==> src/rtl/alu_arbiter.sv <==
// ---------------------------------------------------------------------------
// alu_arbiter
//   Shares one combinational ALU between two requesters. A request is
//   accepted in IDLE and its operands are latched. The operands are presented
//   to the ALU for one EXEC cycle, and the result is held in RESP until the
//   consumer takes it.
//
// Ports
//   clk, rst_n                  clock, asynchronous active-low reset
//   reqN_valid/ctl/a/b/ready    requester N (N = 0,1) operation channel
//   alu_ctl, alu_in1, alu_in2   drive to the shared ALU
//   alu_out, alu_zero           shared ALU result and zero flag
//   rsp_valid/id/data/zero      response channel, rsp_ready from consumer
//   busy                        high whenever the FSM is not idle
//   dbg_state                   current FSM state (0 idle, 1 exec, 2 resp)
//
// Handshake: a transfer happens on a rising edge where valid and ready are
// both high. A requester's ready never depends on that requester's own data,
// only on its valid, the other valid, the FSM state and the fairness bit.
// A response stays valid, with its payload unchanged, until it is taken.
// ---------------------------------------------------------------------------
module alu_arbiter #(
  parameter logic [3:0] IDLE_CTL = 4'b0011
) (
  input  logic        clk,
  input  logic        rst_n,
  input  logic        req0_valid,
  input  logic [3:0]  req0_ctl,
  input  logic [31:0] req0_a,
  input  logic [31:0] req0_b,
  output logic        req0_ready,
  input  logic        req1_valid,
  input  logic [3:0]  req1_ctl,
  input  logic [31:0] req1_a,
  input  logic [31:0] req1_b,
  output logic        req1_ready,
  output logic [3:0]  alu_ctl,
  output logic [31:0] alu_in1,
  output logic [31:0] alu_in2,
  input  logic [31:0] alu_out,
  input  logic        alu_zero,
  output logic        rsp_valid,
  output logic        rsp_id,
  output logic [31:0] rsp_data,
  output logic        rsp_zero,
  input  logic        rsp_ready,
  output logic        busy,
  output logic [1:0]  dbg_state
);

  typedef enum logic [1:0] {
    ST_IDLE = 2'd0,
    ST_EXEC = 2'd1,
    ST_RESP = 2'd2
  } state_t;

  state_t      state;
  logic        last_grant;
  logic        op_id;
  logic [3:0]  op_ctl;
  logic [31:0] op_a;
  logic [31:0] op_b;

  logic        grant0;
  logic        grant1;
  logic        accept;

  // On a tie the requester that did not win last time gets the grant.
  assign grant0 = req0_valid && (!req1_valid || last_grant);
  assign grant1 = req1_valid && (!req0_valid || !last_grant);

  assign req0_ready = (state == ST_IDLE) && grant0;
  assign req1_ready = (state == ST_IDLE) && grant1;
  assign accept     = req0_ready || req1_ready;

  // The ALU sees the latched operands only while executing. Outside EXEC it
  // sees the unused idle code with zero operands.
  assign alu_ctl = (state == ST_EXEC) ? op_ctl : IDLE_CTL;
  assign alu_in1 = (state == ST_EXEC) ? op_a   : 32'd0;
  assign alu_in2 = (state == ST_EXEC) ? op_b   : 32'd0;

  assign busy      = (state != ST_IDLE);
  assign dbg_state = state;

  always_ff @(posedge clk or negedge rst_n) begin
    if (!rst_n) begin
      state      <= ST_IDLE;
      last_grant <= 1'b1;
      op_id      <= 1'b0;
      op_ctl     <= 4'd0;
      op_a       <= 32'd0;
      op_b       <= 32'd0;
      rsp_valid  <= 1'b0;
      rsp_id     <= 1'b0;
      rsp_data   <= 32'd0;
      rsp_zero   <= 1'b0;
    end else begin
      case (state)
        ST_IDLE: begin
          if (accept) begin
            // req1_ready high means requester 1 won, otherwise requester 0.
            op_id      <= req1_ready;
            op_ctl     <= req1_ready ? req1_ctl : req0_ctl;
            op_a       <= req1_ready ? req1_a   : req0_a;
            op_b       <= req1_ready ? req1_b   : req0_b;
            last_grant <= req1_ready;
            state      <= ST_EXEC;
          end
        end
        ST_EXEC: begin
          rsp_data  <= alu_out;
          rsp_zero  <= alu_zero;
          rsp_id    <= op_id;
          rsp_valid <= 1'b1;
          state     <= ST_RESP;
        end
        ST_RESP: begin
          if (rsp_ready) begin
            rsp_valid <= 1'b0;
            state     <= ST_IDLE;
          end
        end
        default: begin
          state <= ST_IDLE;
        end
      endcase
    end
  end

endmodule
==> config.mk <==
export PLATFORM = sky130hd
export DESIGN_NAME = alu_arbiter
export DESIGN_NICKNAME = d
export VERILOG_FILES = /design/src/rtl/alu_arbiter.sv
export SDC_FILE = /design/constraint.sdc
export NUM_CORES = 1
export LEC_CHECK = 0
export CORE_AREA = 5 5 106 108
export DETAILED_ROUTE_END_ITERATION = 7
export DIE_AREA = 0 0 111 113
export DONT_BUFFER_PORTS = 1
export GPL_ROUTABILITY_DRIVEN = 1
export PLACE_DENSITY = 0.71
export SLEW_MARGIN = 20
export SYNTH_ARGS = -nofsm -noshare
export SYNTH_HDL_FRONTEND = slang
export SYNTH_SLANG_ARGS = --single-unit
==> constraint.sdc <==
create_clock -name clk -period 2.8 [get_ports clk]
set_clock_uncertainty 0.15 [all_clocks]
set_input_delay 0.56 -clock clk [delete_from_list [all_inputs] [get_ports clk]]
set_output_delay 0.56 -clock clk [all_outputs]
set_load 0.005 [all_outputs]
* After elaboration in Yosys (flattened, before gate mapping)
Index checks and enable logic that the tools add are counted.
** Storage, ports and cells
- Register bits :: 107
- Input port bits :: 174
- Output and inout bits :: 108
- Word-level logic and storage cells :: 41
** Operators by class
- Equal/unequal tests :: 4
- Mux-type cells :: 11
- Reductions and logical operators :: 16
** Operators with widths (count)
- 2-to-1 mux 32 bit :: 4
- 2-to-1 mux 4 bit :: 2
- one-hot mux 2 bit (3 select lines) :: 1
- AND reduction 2 bit :: 3
- logical AND 1 bit :: 4
- 2-to-1 mux 2 bit :: 2
- inequality test 2 bit, second input constant :: 2
- nonzero test 2 bit :: 2
- zero test 1 bit :: 3
- logical OR 1 bit :: 3
- equality test 2 x 1 -> 1 bit, second input constant :: 1
- equality test 2 bit, second input constant :: 1
- zero test 2 bit :: 1
- one-hot mux 1 bit (2 select lines) :: 1
- 2-to-1 mux 1 bit :: 1

* Depth between registers and ports, before layout
Gate-level depths: netlist (run 1).
- Depth after elaboration :: 7
- Gate-level depth with buffers :: 6
- Gate-level depth less buffers :: 4

* Least setup slack after synthesis (run 1)
OpenSTA, ideal clock, no wires.
- Kind :: input port to output port
- Start point :: input req0_valid
- End point :: output req1_ready
- Data arrival time :: 1.149 ns
- Required time :: 2.090 ns
- Setup slack :: 0.941 ns
- Stages on the path :: 5
- Buffers on the path :: 2
- Cells stage by stage :: buf_2 -> nand2_1 -> nand3_2 -> buf_2 -> inv_1
** Between the ends
- Word-level cells in the longest chain between the ends :: 4
** RTL lines
- start: declaration :: RTL line 27 : input logic req0_valid,
- zero test 1 bit :: RTL line 70 : assign grant1 = req1_valid && (!req0_valid || !last_grant);
- logical OR 1 bit :: RTL line 70
- logical AND 1 bit :: RTL line 70
- logical AND 1 bit :: RTL line 73 : assign req1_ready = (state == ST_IDLE) && grant1;
- end: declaration :: RTL line 36 : output logic req1_ready,
Every way passes these cells.

* Worst setup path after layout (run 1)
- Start point :: register state[1], in the netlist dbg_state[1]
- End point :: output busy
** Between the ends
- Word-level cells in the longest chain between the ends :: 1
** RTL lines
- start: declaration :: RTL line 57 : state_t state;
- start signal: assignment :: RTL line 87 : state <= ST_IDLE;
- start signal: assignment :: RTL line 107 : state <= ST_EXEC;
- start signal: assignment :: RTL line 115 : state <= ST_RESP;
- nonzero test 2 bit :: RTL line 82 : assign busy = (state != ST_IDLE);
- end: declaration :: RTL line 47 : output logic busy,
Every way passes these cells.

==> flow_metrics.py, run 1 <==
metrics = {
    "critical_path": {
        "cp_top_family": "buffers and inverters",
        "critPathMaxStageDelay_ps": 770,
        "required_ps": 2090,
        "cp-end-kind": "output pin",
        "path_max_fanout": 70,
        "crit_start": "dbg_state[1]",
        "reg2reg_from": "dbg_state[1]",
        "cpMaxStageDelayCell": "inv_2",
        "worstPathArrival_ps": 1720,
        "path_class": "reg2out",
        "path_buf_inv": 1,
        "start_kind": "flip-flop",
        "path_cells": "nor2_4 > inv_2",
    },
    "run": {
        "drv_cap": 0,
    },
    "synthesis": {
        "synth_commonest_cells": "dfrtp_1 (106), inv_1 (71), o2111ai_1 (68), o211ai_1 (68), and2_1 (66)",
        "synthCells": 563,
        "async_flop_share_pct": 100,
        "synth_top_area_share_pct": 47.6,
        "yosys_warnings": 0,
        "synth.avg_cell_area_um2": 9.90,
        "synth-seq-cells": 107,
        "synth.most_common_cell": "dfrtp_1",
        "synth_edf_count": 0,
        "synthesis.area_um2": 5570,
        "synth_largest_area_cell": "dfrtp_1",
        "synth_ff_type": "dfrtp_1",
        "yosysSeqAreaShare_pct": 48.1,
        "synthTopCellsByArea": "dfrtp_1 (48%), o2111ai_1 (11%), o211ai_1 (9.2%), and2_1 (7.4%), mux2_2 (6.9%)",
        "syn_nets": 737,
        "synth_cell_types": 26,
    },
    "detailed_routing": {
        "wl_met3_mm": 1.36,
        "num_vias": 4465,
        "drc": 0,
        "drtPass1Iterations": 4,
        "finalWirelength_mm": 16.1,
        "drt-met1-wl_mm": 6.08,
        "avgRoutedWirePerCell_um": 24.2,
        "wl_met2_mm": 8.06,
        "drt.antenna.violating_nets": 0,
        "routed_via_density": 6.72,
        "highest_layer": "met4",
        "drt_iter0_drc": 323,
    },
    "timing": {
        "finalSetupTns_ps": 0,
        "setup_violations": 0,
        "finalCriticalPeriod_ps": 2430,
        "tightest_slew_ps": 1090,
        "max_freq_mhz": 411,
        "hold_viol": 107,
        "relSlewSlack_pct": 27.5,
        "period_share_pct": 86.8,
        "rsz0062_at_grt": "false",
        "whs_ps": -268,
        "finalMaxSlewViolations": 0,
    },
    "global_routing": {
        "grt_overflow": 0,
        "grt_first_pass_wirelength_mm": 25.3,
        "antenna_found_initial": 0,
        "grt.total_usage_pct": 24.9,
        "grt_pass1_vias": 4614,
        "grt_max_degree": 108,
    },
    "cells_and_area": {
        "insertedDiodeCount": 0,
        "area_growth_pct": 4.11,
        "final-seq-area_um2": 2680,
        "multiInputGateArea_um2": 2360,
        "drive_gt1_share_pct": 13.1,
        "nFillCells": 890,
        "nNetsFinal": 697,
    },
    "clock_network": {
        "cts_resized": 0,
        "clockRootBuffer": "clkbuf_8",
        "clockBufferDepth": 2,
        "cts_tree": "yes",
        "post_cts_buffers": 0,
        "cts_made_buffers": 9,
        "htreeDepth": 3,
        "cts.sinks": 107,
        "clk_pin_slew_worst_paths_ps": 100,
        "clkLatencyLatePin_ps": 360,
    },
    "min_path": {
        "min_path_type": "in2async",
    },
    "placement": {
        "io_buffers": 0,
        "dp_hpwl_mm": 11.0,
        "gp_congestion": 0.792,
    },
    "floorplanning": {
        "die_area_um2": 12500,
        "die_height_um": 113,
        "start_util_pct": 55.0,
        "dieWidth_um": 111,
        "rows": 37,
        "core-area_um2": 10100,
        "ioPinCount": 282,
    },
    "status": {
        "status": "finished, violations left",
        "violations": "negative hold slack",
    },
    "power": {
        "p_switching_mw": 2.51,
        "comb_power_share_pct": 40.1,
        "p_leak_nw": 2.42,
        "seqPwrFrac_pct": 44.2,
        "swShare_pct": 39.7,
        "clockPowerShare_pct": 15.6,
        "p_per_area_nw_per_um2": 1090,
        "ir_drop_v": 0.000508,
        "p_int_mw": 3.83,
    },
}
## flip-flops by register name, indices dropped and copies added (netlist names)
register / count
rsp_valid: 1
dbg_state: 2
rsp_data: 32
op_ctl: 4
op_id: 1
last_grant: 1
rsp_zero: 1
op_b: 32
rsp_id: 1
op_a: 32
## cell families (layout without fill, tap and decap cells)
family | after synthesis | in the layout | share of synthesized area, %
buf+inv | 135 | 100 | 9.77
mux | 34 | 34 | 6.87
flops | 107 | 107 | 48.1
simple gates | 78 | 78 | 8.80
compound gates | 209 | 209 | 26.5
## stage by stage
step | power, mW | instances | util [%] | cell area [µm²] | setup WS (ps)
2_1_floorplan | 4.75 | 563 | - | 5570 | 941
3_3_place_gp | 5.29 | 648 | 55.1 | 5590 | 721
3_5_place_dp | 5.41 | 648 | 55.1 | 5590 | 735
4_1_cts | 6.39 | 664 | 57.2 | 5800 | 330
5_1_grt | 6.82 | 664 | 57.2 | 5800 | 215
6_report | 6.34 | 664 | 57.2 | 5800 | 369
## layer usage
layer / vias to the layer above / global-route usage [%]
met5: - / 0
met4: 0 / 10.8
met3: 43 / 7.70
met2: 257 / 41.2
met1: 2208 / 30.1
li1: 1957 / -
## worst paths after layout
kind / endpoint / slack, ps / cells after the start
min in group clk: rsp_data[19] / 190 / 1
worst max register to register: op_b[20] / 700 / 4
worst min-delay path: op_b[22] / -270 / 0
worst max-delay path: busy / 370 / 2
max in group asynchronous: last_grant / 2510 / 0
worst min register to register: op_id / 340 / 1
## cell usage in the layout (no fill, tap or decap), drive strengths merged, types with 3 or more instances in the layout
cell and instances:
dfrtp 106, inv 74, o2111ai 68, o211ai 68, o21ai 68, and2 66, mux2 34, clkbuf 11
buf 11, nand2 3, a21oi 3, nor2 3
## final cells by class
type / count / share of cell area, %
sequential: 107 / 46.2
clock buffer: 11 / 2.61
clock inverter: 5 / 1.04
inverter: 73 / 4.72
tap: 136 / 2.93
timing repair buffer: 11 / 1.85
multi-input combinational: 321 / 40.7
## worst register-to-register path, stage by stage, from the launching register on
cell and delay (ps):
dfrtp_1 530, nor2_4 70, inv_2 770, o21ai_0 350, o211ai_1 170
## power by group through the flow
stage	Clock (mW)	Combinational [mW]	Sequential, mW
CTS	1.01	2.57	2.82
global placement	0	2.49	2.80
detailed placement	0	2.56	2.84
floorplan	0	2.11	2.64
finish	0.992	2.54	2.80
global route	1.09	2.82	2.91
No activity file was read; power rests on OpenSTA's default activity.
==> run 2: changes to the inputs <==
--- a/config.mk
+++ b/config.mk
@@ -5,12 +5,13 @@
 export SDC_FILE = /design/constraint.sdc
 export NUM_CORES = 1
 export LEC_CHECK = 0
-export CORE_AREA = 5 5 106 108
+export CORE_ASPECT_RATIO = 0.8
+export CORE_MARGIN = 5
+export CORE_UTILIZATION = 60
 export DETAILED_ROUTE_END_ITERATION = 7
-export DIE_AREA = 0 0 111 113
 export DONT_BUFFER_PORTS = 1
 export GPL_ROUTABILITY_DRIVEN = 1
-export PLACE_DENSITY = 0.71
+export PLACE_DENSITY = 0.76
 export SLEW_MARGIN = 20
 export SYNTH_ARGS = -nofsm -noshare
 export SYNTH_HDL_FRONTEND = slang
==> constraint.sdc (replaced) <==
create_clock -name clk -period 2.45 [get_ports clk]
set_clock_uncertainty 0.15 [all_clocks]
set_input_delay 0.49 -clock clk [delete_from_list [all_inputs] [get_ports clk]]
set_output_delay 0.49 -clock clk [all_outputs]
set_load 0.005 [all_outputs]
==> run 2 against run 1 <==
  * The flow still finishes with violations (negative hold slack)
  * Global-route usage is 1.9 points higher
  * Die area shrank 9.7%
  * Design area is 0.95% higher
  * Via count shrank 1.3%
  * Sequential power up 16%
  * Utilization rose by 7.3 points
  * Flip-flop and latch count stayed put
  * Register-to-register slack worse by 120 ps
  * Total power increased by 20%
  * Worst setup slack lost 260 ps
  * Largest power group unchanged
==> flow_metrics.py, run 2 (synthesis results as in run 1) <==
metrics = {
    "cells_and_area": {
        "reg_top3": "op_a: 32 flops, op_b: 32 flops, rsp_data: 32 flops",
        "area_growth_pct": 5.10,
        "nNetsFinal": 698,
        "drive_gt1_share_pct": 13.0,
        "layout_common_cells": "dfrtp_1 (106), inv_1 (71), o2111ai_1 (68), o211ai_1 (68), and2_1 (66)",
        "insertedDiodeCount": 0,
        "final_common_cell": "dfrtp_1",
    },
    "timing": {
        "period_share_pct": 95.7,
        "tightest_slew_ps": 966,
        "setup_violations": 0,
        "whs_ps": -305,
        "hold_viol": 107,
        "finalMaxSlewViolations": 0,
        "finalSetupTns_ps": 0,
        "finalCriticalPeriod_ps": 2340,
        "rsz0062_at_grt": "false",
        "relSlewSlack_pct": 35.6,
        "max_freq_mhz": 427,
    },
    "global_routing": {
        "antenna_found_initial": 0,
        "grt_overflow": 0,
        "grt_max_degree": 108,
        "grt_first_pass_wirelength_mm": 24.3,
        "met3_usage_pct": 8.05,
        "gr-usage-met1_pct": 33.1,
        "grt_use_met2_pct": 45.3,
        "busiest_layer": "met2",
        "grt.total_usage_pct": 26.8,
        "grt_pass1_vias": 4487,
    },
    "clock_network": {
        "cts.sinks": 107,
        "cts_tree": "yes",
        "htreeDepth": 3,
        "clockRootBuffer": "clkbuf_16",
        "clk_pin_slew_worst_paths_ps": 70,
        "cts_resized": 0,
        "cts_made_buffers": 9,
        "clkLatencyLatePin_ps": 340,
        "post_cts_buffers": 0,
        "clockBufferDepth": 2,
    },
    "floorplanning": {
        "start_util_pct": 61.4,
        "dieWidth_um": 118,
        "die_area_um2": 11300,
        "rows": 31,
        "core-area_um2": 9080,
        "die_height_um": 96.2,
        "ioPinCount": 282,
    },
    "detailed_routing": {
        "drt.antenna.violating_nets": 0,
        "finalWirelength_mm": 15.9,
        "avgRoutedWirePerCell_um": 24.6,
        "drtPass1Iterations": 5,
        "num_vias": 4407,
        "drt_iter0_drc": 361,
        "routed_via_density": 6.84,
        "drc": 0,
    },
    "critical_path": {
        "required_ps": 1810,
        "reg2reg_from": "dbg_state[1]",
        "reg2reg_depth": 4,
        "path_class": "reg2out",
        "path_max_fanout": 45,
        "start_kind": "flip-flop",
        "cp-end-kind": "output pin",
        "worstPathArrival_ps": 1700,
        "crit_start": "dbg_state[0]",
    },
    "power": {
        "p_leak_nw": 2.46,
        "ir_drop_v": 0.000938,
        "p_per_area_nw_per_um2": 1290,
    },
    "status": {
        "status": "finished, violations left",
        "violations": "negative hold slack",
    },
    "run": {
        "drv_cap": 0,
    },
    "placement": {
        "dp_hpwl_mm": 10.8,
        "gp_congestion": 0.756,
        "io_buffers": 0,
    },
    "min_path": {
        "min_path_type": "in2async",
    },
}
-- run 2: final cells by class --
| class | instances | area, µm² |
|---|---|---|
| clock buffers | 10 | 229 |
| clock inverters | 6 | 55.1 |
| fillers | 729 | 3220 |
| inverters | 73 | 275 |
| multi-input cells | 321 | 2360 |
| flip-flops and latches | 107 | 2680 |
| well taps | 115 | 144 |
| repair buffers | 12 | 115 |
-- run 2: through the flow --
| stage | instance area, µm² | std cells | power, mW | utilization, % | worst slack, ps |
|---|---|---|---|---|---|
| finish | 5860 | 644 | 7.58 | 64.5 | 105 |
| global route | 5860 | 644 | 8.10 | 64.5 | 11.9 |
| CTS | 5860 | 644 | 7.62 | 64.5 | 91.5 |
| detailed placement | 5570 | 628 | 6.23 | 61.4 | 479 |
| global placement | 5570 | 628 | 6.07 | 61.4 | 532 |
| floorplan | 5570 | 563 | 5.43 | - | 674 |
-- run 2: worst max-delay path, cell delays in order (launching register included) --
cell and delay (ps):
dfrtp_1 490, nor2b_4 240, buf_4 380, and2_1 230
-- run 2: worst paths after layout --
kind | slack, ps | to
max in group asynchronous | 2180 | last_grant
setup / recovery | 110 | alu_in1[13]
hold / removal | -310 | op_a[2]
min in group clk | 150 | rsp_data[19]
hold reg to reg | 340 | op_id
setup reg to reg | 580 | op_b[30]
-- run 2: power by group --
part           switching (mW)  internal, mW  total [mW]  leakage [nW]
registers               0.579          2.66        3.24          1.30
clock network           0.677         0.713        1.39         0.140
logic                    1.73          1.22        2.95          1.03
-- run 2: per-layer routing --
metal / wire length (µm) / vias up
met5: 0 / -
met4: 413 / 0
met3: 1340 / 35
met2: 7950 / 248
met1: 6160 / 2162
li1: - / 1962
